<file path="src/rtl/datapath_pkg.sv">
// Shared definitions for the datapath sequencer: FSM states, PSR flag positions, decode constants.
// Latency: none (package only).
// Backpressure: not applicable.
package datapath_pkg;

  typedef enum logic [1:0] {
    ST_IDLE  = 2'd0,
    ST_FETCH = 2'd1,
    ST_EXEC  = 2'd2,
    ST_HALT  = 2'd3
  } state_t;

  // Bit positions inside the 5-bit flag / PSR vector {C, L, F, Z, N}
  localparam int FLAG_C = 4;
  localparam int FLAG_L = 3;
  localparam int FLAG_F = 2;
  localparam int FLAG_Z = 1;
  localparam int FLAG_N = 0;

  localparam logic [3:0]  OP_BCOND   = 4'hC;
  localparam logic [15:0] INSTR_HALT = 16'hFFFF;

  // Branch condition codes carried in IR[11:8]
  localparam logic [3:0] CC_EQ = 4'h0;
  localparam logic [3:0] CC_NE = 4'h1;
  localparam logic [3:0] CC_CS = 4'h2;
  localparam logic [3:0] CC_CC = 4'h3;
  localparam logic [3:0] CC_FS = 4'h4;
  localparam logic [3:0] CC_FC = 4'h5;
  localparam logic [3:0] CC_LO = 4'h6;
  localparam logic [3:0] CC_HS = 4'h7;
  localparam logic [3:0] CC_AL = 4'hE;

  function automatic logic is_bcond(input logic [15:0] ir);
    return (ir[15:12] == OP_BCOND);
  endfunction

endpackage

</file>
<file path="src/rtl/cond_eval.sv">
// Branch condition evaluator: decides whether a Bcond is taken from the PSR and IR[11:8].
// Latency: purely combinational, zero cycles.
// Backpressure: none. Only built when DATAPATH_CTRL_BRANCH_EN is defined.
`ifdef DATAPATH_CTRL_BRANCH_EN
module cond_eval
  import datapath_pkg::*;
(
  input  logic [FLAG_C:FLAG_Z] psr,   // N never participates in a branch condition
  input  logic [3:0]           cc,
  output logic                 taken
);

  // Map each condition code onto its PSR test; unassigned codes never branch
  always_comb begin
    taken = 1'b0;
    case (cc)
      CC_EQ:   taken =  psr[FLAG_Z];
      CC_NE:   taken = !psr[FLAG_Z];
      CC_CS:   taken =  psr[FLAG_C];
      CC_CC:   taken = !psr[FLAG_C];
      CC_FS:   taken =  psr[FLAG_F];
      CC_FC:   taken = !psr[FLAG_F];
      CC_LO:   taken =  psr[FLAG_L];
      CC_HS:   taken = !psr[FLAG_L];
      CC_AL:   taken = 1'b1;
      default: taken = 1'b0;
    endcase
  end

endmodule
`endif

</file>
<file path="src/rtl/datapath_ctrl.sv">
// Multicycle sequencer: fetches 16-bit words over req/ack, drives Opcode/RegWrEn, latches flags into the PSR.
// Latency: one instruction per 1 + N cycles (N fetch cycles including the ack cycle, N >= 1).
// Backpressure: MemReq/MemAddr are held until MemAck; DATAPATH_CTRL_BRANCH_EN enables Bcond (else Bcond is a NOP).
module datapath_ctrl
  import datapath_pkg::*;
#(
  parameter int                  PC_WIDTH = 16,
  parameter logic [PC_WIDTH-1:0] RESET_PC = '0
) (
  input  logic                Clk,
  input  logic                Reset,
  output logic                MemReq,
  output logic [PC_WIDTH-1:0] MemAddr,
  input  logic                MemAck,
  input  logic [15:0]         MemData,
  output logic [15:0]         Opcode,
  output logic                RegWrEn,
  output logic                Cin,
  input  logic [4:0]          Flags,
  output logic [4:0]          Psr,
  output logic                Halted
);

  state_t              state;
  state_t              state_nxt;
  logic [PC_WIDTH-1:0] pc;
  logic [15:0]         ir;
  logic [4:0]          psr;

  logic                is_halt;
  logic                is_br;
  logic [PC_WIDTH-1:0] pc_inc;
  logic [PC_WIDTH-1:0] pc_exec;

  assign is_halt = (ir == INSTR_HALT);
  assign is_br   = is_bcond(ir) && !is_halt;
  assign pc_inc  = pc + PC_WIDTH'(1);

`ifdef DATAPATH_CTRL_BRANCH_EN
  logic                br_taken;
  logic [PC_WIDTH-1:0] disp_ext;

  cond_eval u_cond_eval (
    .psr   (psr[FLAG_C:FLAG_Z]),
    .cc    (ir[11:8]),
    .taken (br_taken)
  );

  assign disp_ext = {{(PC_WIDTH-8){ir[7]}}, ir[7:0]};
  assign pc_exec  = (is_br && br_taken) ? (pc + disp_ext) : pc_inc;
`else
  // Bcond falls through as a NOP, so every non-halt instruction just advances
  assign pc_exec = pc_inc;
`endif

  // State register; reset parks the FSM in IDLE, which also drops MemReq immediately
  always_ff @(posedge Clk or negedge Reset) begin
    if (!Reset) begin
      state <= ST_IDLE;
    end else begin
      state <= state_nxt;
    end
  end

  // Next-state: one IDLE cycle, fetch until ack, one execute cycle, HALT is terminal
  always_comb begin
    state_nxt = state;
    case (state)
      ST_IDLE:  state_nxt = ST_FETCH;
      ST_FETCH: if (MemAck) state_nxt = ST_EXEC;
      ST_EXEC:  state_nxt = is_halt ? ST_HALT : ST_FETCH;
      ST_HALT:  state_nxt = ST_HALT;
      default:  state_nxt = ST_IDLE;
    endcase
  end

  // Moore outputs decoded from the current state (and the held IR in EXEC)
  always_comb begin
    MemReq  = 1'b0;
    RegWrEn = 1'b0;
    Halted  = 1'b0;
    case (state)
      ST_FETCH: MemReq  = 1'b1;
      ST_EXEC:  RegWrEn = !is_halt && !is_br;
      ST_HALT:  Halted  = 1'b1;
      default:  ;
    endcase
  end

  // IR loads on the ack edge; PC and PSR only move on the edge leaving EXEC
  always_ff @(posedge Clk or negedge Reset) begin
    if (!Reset) begin
      pc  <= RESET_PC;
      ir  <= 16'h0000;
      psr <= 5'b0;
    end else begin
      if (state == ST_FETCH && MemAck) begin
        ir <= MemData;
      end
      if (state == ST_EXEC && !is_halt) begin
        pc <= pc_exec;
        if (!is_br) begin
          psr <= Flags;
        end
      end
    end
  end

  assign MemAddr = pc;
  assign Opcode  = ir;
  assign Psr     = psr;
  assign Cin     = psr[FLAG_C];

endmodule
</file>
<file path="config.mk">
export PLATFORM = sky130hd
export DESIGN_NAME = datapath_ctrl
export DESIGN_NICKNAME = d
export VERILOG_FILES = /design/src/rtl/datapath_pkg.sv /design/src/rtl/cond_eval.sv /design/src/rtl/datapath_ctrl.sv
export SDC_FILE = /design/constraint.sdc
export NUM_CORES = 1
export LEC_CHECK = 0
export BUFFER_PORTS_ARGS = -buffer_cell sky130_fd_sc_hd__buf_2
export CORE_MARGIN = 3
export CORE_UTILIZATION = 45
export DETAILED_ROUTE_END_ITERATION = 8
export PLACE_DENSITY = 0.75
export SKIP_LAST_GASP = 1
export SLEW_MARGIN = 10
export SYNTH_ARGS = -nofsm -noshare
export SYNTH_HDL_FRONTEND = slang
export SYNTH_SLANG_ARGS = --single-unit
</file>
<file path="constraint.sdc">
create_clock -name Clk -period 1.9 [get_ports Clk]
set_input_delay 0.285 -clock Clk [delete_from_list [all_inputs] [get_ports Clk]]
set_output_delay 0.285 -clock Clk [all_outputs]
set_load 0.01 [all_outputs]
</file>
==> results of run 1 <==
[kinds of logic after synthesis]
| kind of cell | after synthesis | synth area share |
|---|---|---|
| muxes | 22 | 0.147 |
| AOI/OAI and AO/OA | 2 | 0.0186 |
| adders and majority gates | 1 | 0.00743 |
| DFF | 39 | 0.580 |
| xor gates and xnor gates | 15 | 0.0781 |
| buffers and inverters | 4 | 0.0149 |
| and+or+nand+nor | 41 | 0.154 |
[worst paths after layout]
path	startpoint	endpoint	slack (ns)
max	Opcode[15]$_DFFE_PN0P_	RegWrEn	0.09
max reg2reg	Opcode[12]$_DFFE_PN0P_	MemAddr[5]$_DFFE_PN0P_	0.22
max in group asynchronous	Reset	Opcode[13]$_DFFE_PN0P_	1.27
min reg2reg	MemAddr[15]$_DFFE_PN0P_	MemAddr[15]$_DFFE_PN0P_	0.47
min in group Clk	MemData[1]	Opcode[1]$_DFFE_PN0P_	0.23
min	Reset	MemAddr[12]$_DFFE_PN0P_	0.1
[synthesized netlist by cell type, types with 2 or more instances]
cell,count,share of area
sky130_fd_sc_hd__xor2_1,15,0.078
sky130_fd_sc_hd__buf_4,2,0.0089
sky130_fd_sc_hd__nand4_1,5,0.019
sky130_fd_sc_hd__and3_1,2,0.0074
sky130_fd_sc_hd__mux2_2,21,0.14
sky130_fd_sc_hd__nor3b_1,2,0.0089
sky130_fd_sc_hd__nand2_1,8,0.018
sky130_fd_sc_hd__nor2_1,3,0.0067
sky130_fd_sc_hd__nor4b_1,4,0.021
sky130_fd_sc_hd__nor2b_1,2,0.0074
sky130_fd_sc_hd__nor4_1,4,0.015
sky130_fd_sc_hd__nor3_1,4,0.012
sky130_fd_sc_hd__buf_2,2,0.0059
sky130_fd_sc_hd__dfrtp_1,39,0.58
[area by class of cell]
type	instances	area [sq um]
Timing Repair Buffer	70	365
Fill cell	295	1320
Sequential cell	39	976
Multi-Input combinational cell	81	682
Tap cell	46	57.6
Clock buffer	6	72.6
[routing by layer]
metal / routed length [um] / GRT usage / vias up
li1: - / - / 586
met1: 1410 / 0.229 / 630
met2: 1840 / 0.299 / 41
met3: 255 / 0.0632 / 3
met4: 19 / 0.0405 / 0
met5: 0 / 0 / -
[metrics by stage]
| stage | hold slack, ns | power, W | setup WS, ns | instances | util |
|---|---|---|---|---|---|
| final | 0.0999 | 0.00136 | 0.0940 | 242 | 0.621 |
| after detailed placement | 0.436 | 0.000886 | 0.147 | 231 | 0.589 |
| after global routing | 0.180 | 0.00142 | 0.00881 | 242 | 0.621 |
| after CTS | 0.129 | 0.00138 | 0.00350 | 238 | 0.612 |
| after global placement | 0.420 | 0.000883 | 0.227 | 231 | 0.589 |
| after floorplan | -0.0106 | 0.000847 | 0.281 | 124 | - |
[where the power goes]
part	switching [W]	internal, W	leakage [nW]
clock	0.000250	0.000244	0.0371
combinational	0.0000214	0.0000169	0.709
sequential	0	0.000830	0.535
[flip-flops by register name, summed over array words and instances (netlist names)]
| signal | count |
|---|---|
| Opcode | 16 |
| state | 2 |
| Psr | 5 |
| MemAddr | 16 |
[what timing repair did]
item / CTS / global route
buffers inserted: 1 / 4
pin swaps: 2 / 2
cloned: 0 / 0
endpoints found under the setup margin: 1 / 1
==> results.py, run 1 <==
metrics = {
    "detailed_routing": {
        "detailedRoute.firstIterationViolations": 25,
        "wl_per_cell_um": 14.6,
        "detail_route.first_pass.iterations": 4,
        "drcViolationCount": 0,
        "detail-route-antenna-nets": 0,
        "vias": 1260,
        "vias_per_cell": 5.21,
        "postRouteWirelength_mm": 3.53,
    },
    "global_routing": {
        "antenna_found_initial": 0,
        "grt_pass1_wl_mm": 6.11,
        "grt_usage": 0.181,
        "first_global_vias": 1263,
        "overflow": 0,
        "grt_max_degree": 40,
    },
    "floorplanning": {
        "die_x_um": 67.2,
        "die_h_um": 67.2,
        "coreArea_sq_um": 3470,
        "num_rows": 21,
        "dieArea_sq_um": 4510,
        "initial_core_util": 0.485,
        "number_of_i_o_pins": 65,
    },
    "cells_and_area": {
        "mostFrequentLayoutCells": "64 x sky130_fd_sc_hd__buf_2, 39 x sky130_fd_sc_hd__dfrtp_1, 21 x sky130_fd_sc_hd__mux2_2",
        "drive_gt1_frac": 0.510,
        "final_net_count": 222,
        "finalInstanceArea_sq_um": 2150,
        "mostFrequentLayoutCell": "sky130_fd_sc_hd__buf_2",
        "area_growth_syn_to_layout_pct": 28.0,
        "number_of_diodes": 0,
    },
    "logic_synthesis": {
        "synth_async_sr_flop_share": 1.00,
        "yosysUniqueCellTypes": 25,
        "syn-instance-count": 124,
        "ys_seq_area_frac": 0.580,
        "warnings_from_yosys": 0,
        "synth_area_per_cell_sq_um": 13.6,
        "synth.cell_area_sq_um": 1680,
        "postSynthRegisterBits": 39,
        "syn_nets": 149,
        "synth-edff-count": 0,
        "yosys_most_used_dff": "sky130_fd_sc_hd__dfrtp_1",
    },
    "worst_setup_path": {
        "worstSetupStartpointType": "flop",
        "worst-path-stages": 4,
        "critical-path-max-stage-delay_ns": 0.44,
        "crit_buf_inv": 1,
        "crit_path_top_delay_cell": "sky130_fd_sc_hd__dfrtp_1",
        "critPathArrivalTime_ns": 1.52,
        "cp-end-kind": "output pin",
        "crit_path_max_fanout": 5,
        "cp_data_required_time_ns": 1.62,
        "r2r_cells": 6,
        "cp_top_family": "flip-flops",
        "worstPathCellList": "nand4_1 > nor4_4 > a311oi_4 > buf_2",
        "crit_type": "flop to output pin",
    },
    "cts": {
        "tritoncts": "yes",
        "cts.sink_count": 39,
        "number_of_buffers_on_the_longest_clock_path": 2,
        "holdBufCountCts": 0,
        "post_cts.resized_instances": 0,
        "clk-insertion-delay-late_ns": 0.28,
        "ctsRootBufferMaster": "sky130_fd_sc_hd__clkbuf_8",
        "clk_pin_slew_ns": 0.07,
        "depth_of_the_cts_h_tree": 2,
        "cts_made_buffers": 5,
    },
    "timing": {
        "totalNegativeSetupSlack_ns": 0,
        "grt_setup_unrepaired": "false",
        "timing.fmax_ghz": 0.554,
        "worstMarginPinSlew_ns": 0.837,
        "slew_violations": 0,
        "relSlewSlack": 0.442,
        "finalWorstPathRequiredPeriod_ns": 1.81,
        "hold_viol_final": 0,
        "final.period_utilization": 0.951,
        "setup_violations": 0,
        "clock-skew-final_ns": 0.00797,
    },
    "place": {
        "dp_hpwl_mm": 2.64,
        "placed_cell_area_sq_um": 2040,
        "io_buffer_count": 64,
        "routabilityCongestion": 0.859,
    },
    "run_status": {
        "run_status": "completed",
    },
    "power": {
        "vdd_drop_max_mv": 0.422,
        "pwr_density_nw_per_um2": 633,
        "static-leakage-power_nw": 1.28,
    },
    "min_path": {
        "class_of_the_tightest_hold_or_removal_check": "input pin to asynchronous set/reset pin",
    },
    "run": {
        "timing.max_cap.violations": 0,
    },
}
No activity file was read; power rests on OpenSTA's default activity.
==> run 2, diff against run 1 <==
--- a/config.mk
+++ b/config.mk
@@ -8,7 +8,9 @@
 export BUFFER_PORTS_ARGS = -buffer_cell sky130_fd_sc_hd__buf_2
 export CORE_MARGIN = 3
 export CORE_UTILIZATION = 45
+export CTS_BUF_LIST = sky130_fd_sc_hd__clkbuf_8 sky130_fd_sc_hd__clkbuf_16
 export DETAILED_ROUTE_END_ITERATION = 8
+export MAX_ROUTING_LAYER = met4
 export PLACE_DENSITY = 0.75
 export SKIP_LAST_GASP = 1
 export SLEW_MARGIN = 10
==> results.py, run 2 (synthesis gave the netlist of run 1 again) <==
metrics = {
    "worst_setup_path": {
        "crit_path_top_delay_cell": "sky130_fd_sc_hd__dfrtp_1",
        "cp_data_required_time_ns": 1.62,
        "crit_path_max_fanout": 5,
        "rr_startpoint": "Opcode[12]$_DFFE_PN0P_",
        "crit_type": "flop to output pin",
        "cp-end-kind": "output pin",
        "r2r_cells": 6,
        "critPathArrivalTime_ns": 1.52,
        "r2r_slack_ns": 0.22,
        "worstSetupStartpointType": "flop",
        "worstPathCellList": "nand4_1 > nor4_4 > a311oi_4 > buf_2",
        "critical-path-max-stage-delay_ns": 0.44,
        "worstReg2RegEnd": "MemAddr[5]$_DFFE_PN0P_",
    },
    "floorplanning": {
        "initial_core_util": 0.485,
        "coreArea_sq_um": 3470,
        "number_of_i_o_pins": 65,
        "die_x_um": 67.2,
        "num_rows": 21,
        "dieArea_sq_um": 4510,
        "die_h_um": 67.2,
    },
    "detailed_routing": {
        "detailedRoute.firstIterationViolations": 49,
        "detail-route-antenna-nets": 0,
        "wl_per_cell_um": 14.6,
        "postRouteWirelength_mm": 3.54,
        "detail_route.first_pass.iterations": 4,
        "vias": 1255,
        "vias_per_cell": 5.19,
        "drcViolationCount": 0,
    },
    "power": {
        "static-leakage-power_nw": 1.29,
        "power.total_w": 0.00136,
        "pwr_density_nw_per_um2": 631,
        "vdd_drop_max_mv": 0.417,
    },
    "timing": {
        "worst_slack_ns": 0.0934,
        "finalWorstPathRequiredPeriod_ns": 1.81,
        "grt_setup_unrepaired": "false",
        "final.period_utilization": 0.951,
        "setup_violations": 0,
        "hold_viol_final": 0,
        "timing.fmax_ghz": 0.554,
        "clock-skew-final_ns": 0.00900,
        "totalNegativeSetupSlack_ns": 0,
        "relSlewSlack": 0.437,
        "slew_violations": 0,
        "worstMarginPinSlew_ns": 0.844,
    },
    "cells_and_area": {
        "mostFrequentLayoutCells": "64 x sky130_fd_sc_hd__buf_2, 39 x sky130_fd_sc_hd__dfrtp_1, 21 x sky130_fd_sc_hd__mux2_2",
        "number_of_diodes": 0,
        "area_growth_syn_to_layout_pct": 28.0,
        "final_net_count": 222,
        "fin_cells": 242,
        "mostFrequentLayoutCell": "sky130_fd_sc_hd__buf_2",
        "drive_gt1_frac": 0.510,
    },
    "place": {
        "numPlacedInstances": 231,
        "dp_hpwl_mm": 2.64,
        "io_buffer_count": 64,
        "pre_cts_ws_ns": 0.147,
        "routabilityCongestion": 0.872,
    },
    "cts": {
        "post_cts.resized_instances": 0,
        "clk_pin_slew_ns": 0.07,
        "ctsRootBufferMaster": "sky130_fd_sc_hd__clkbuf_8",
        "cts.sink_count": 39,
        "tritoncts": "yes",
        "clk-insertion-delay-late_ns": 0.28,
        "cts_made_buffers": 5,
        "depth_of_the_cts_h_tree": 2,
        "holdBufCountCts": 0,
        "number_of_buffers_on_the_longest_clock_path": 2,
    },
    "run": {
        "timing.max_cap.violations": 0,
    },
    "global_routing": {
        "grt_max_degree": 40,
        "grt_pass1_wl_mm": 6.10,
        "antenna_found_initial": 0,
        "first_global_vias": 1265,
        "grt_usage": 0.186,
        "overflow": 0,
    },
    "run_status": {
        "run_status": "completed",
    },
    "min_path": {
        "class_of_the_tightest_hold_or_removal_check": "input pin to asynchronous set/reset pin",
    },
}
## run 2: cell types whose count changed in the layout (fill, tap and decap cells not counted)
cell,change
sky130_fd_sc_hd__clkbuf_1,-1
sky130_fd_sc_hd__inv_1,+1
## run 2: report_power, final
group | switching (W) | internal, W
sequential | 0 | 0.000830
clock | 0.000251 | 0.000239
combinational | 0.0000215 | 0.0000169
## run 2: layout make-up
class | count | area (sq um)
clock buffer | 5 | 68.8
clock inverter | 1 | 3.75
fill | 295 | 1320
multi-input combinational | 81 | 682
sequential | 39 | 976
tap | 46 | 57.6
timing repair buffer | 70 | 365
## run 2: critical path, delay by kind of cell, from the launching register on
| kind | cells | cell delay [ns] |
|---|---|---|
| compound gates | 1 | 0.36 |
| simple gates | 2 | 0.25 |
| buf+inv | 1 | 0.20 |
| flops | 1 | 0.44 |
## run 2: worst max-delay path by stage
stage                           start                      end  cells past startpoint
6_report       Opcode[15]$_DFFE_PN0P_                  RegWrEn                      4
5_1_grt        Opcode[12]$_DFFE_PN0P_                  RegWrEn                      4
4_1_cts          state[0]$_DFFE_PN0P_                  RegWrEn                      3
3_5_place_dp   Opcode[12]$_DFFE_PN0P_   MemAddr[5]$_DFFE_PN0P_                      5
3_3_place_gp   Opcode[12]$_DFFE_PN0P_  MemAddr[10]$_DFFE_PN0P_                      5
2_1_floorplan  Opcode[15]$_DFFE_PN0P_       Psr[0]$_DFFE_PN0P_                      4
## run 2: per-layer routing
layer	GRT usage	part of all wire	up-vias
met3	0.0549	0.061	5
met2	0.299	0.52	41
met5	-	0	-
met1	0.235	0.41	622
li1	-	-	587
met4	0.0405	0.0074	0
## run 2: what timing repair did
action                                  4_1_cts  5_1_grt
setup buffers                                 1        4
endpoints found under the setup margin        1        1
pin swaps                                     2        2
cloned                                        0        0
## run 2: through the flow
step                 util  hold slack (ns)  cell area (sq um)
finish              0.621            0.101               2150
global route        0.621            0.183               2150
CTS                 0.612            0.129               2120
detailed placement  0.589            0.436               2040
global placement    0.589            0.420               2040
floorplan               -          -0.0106               1680
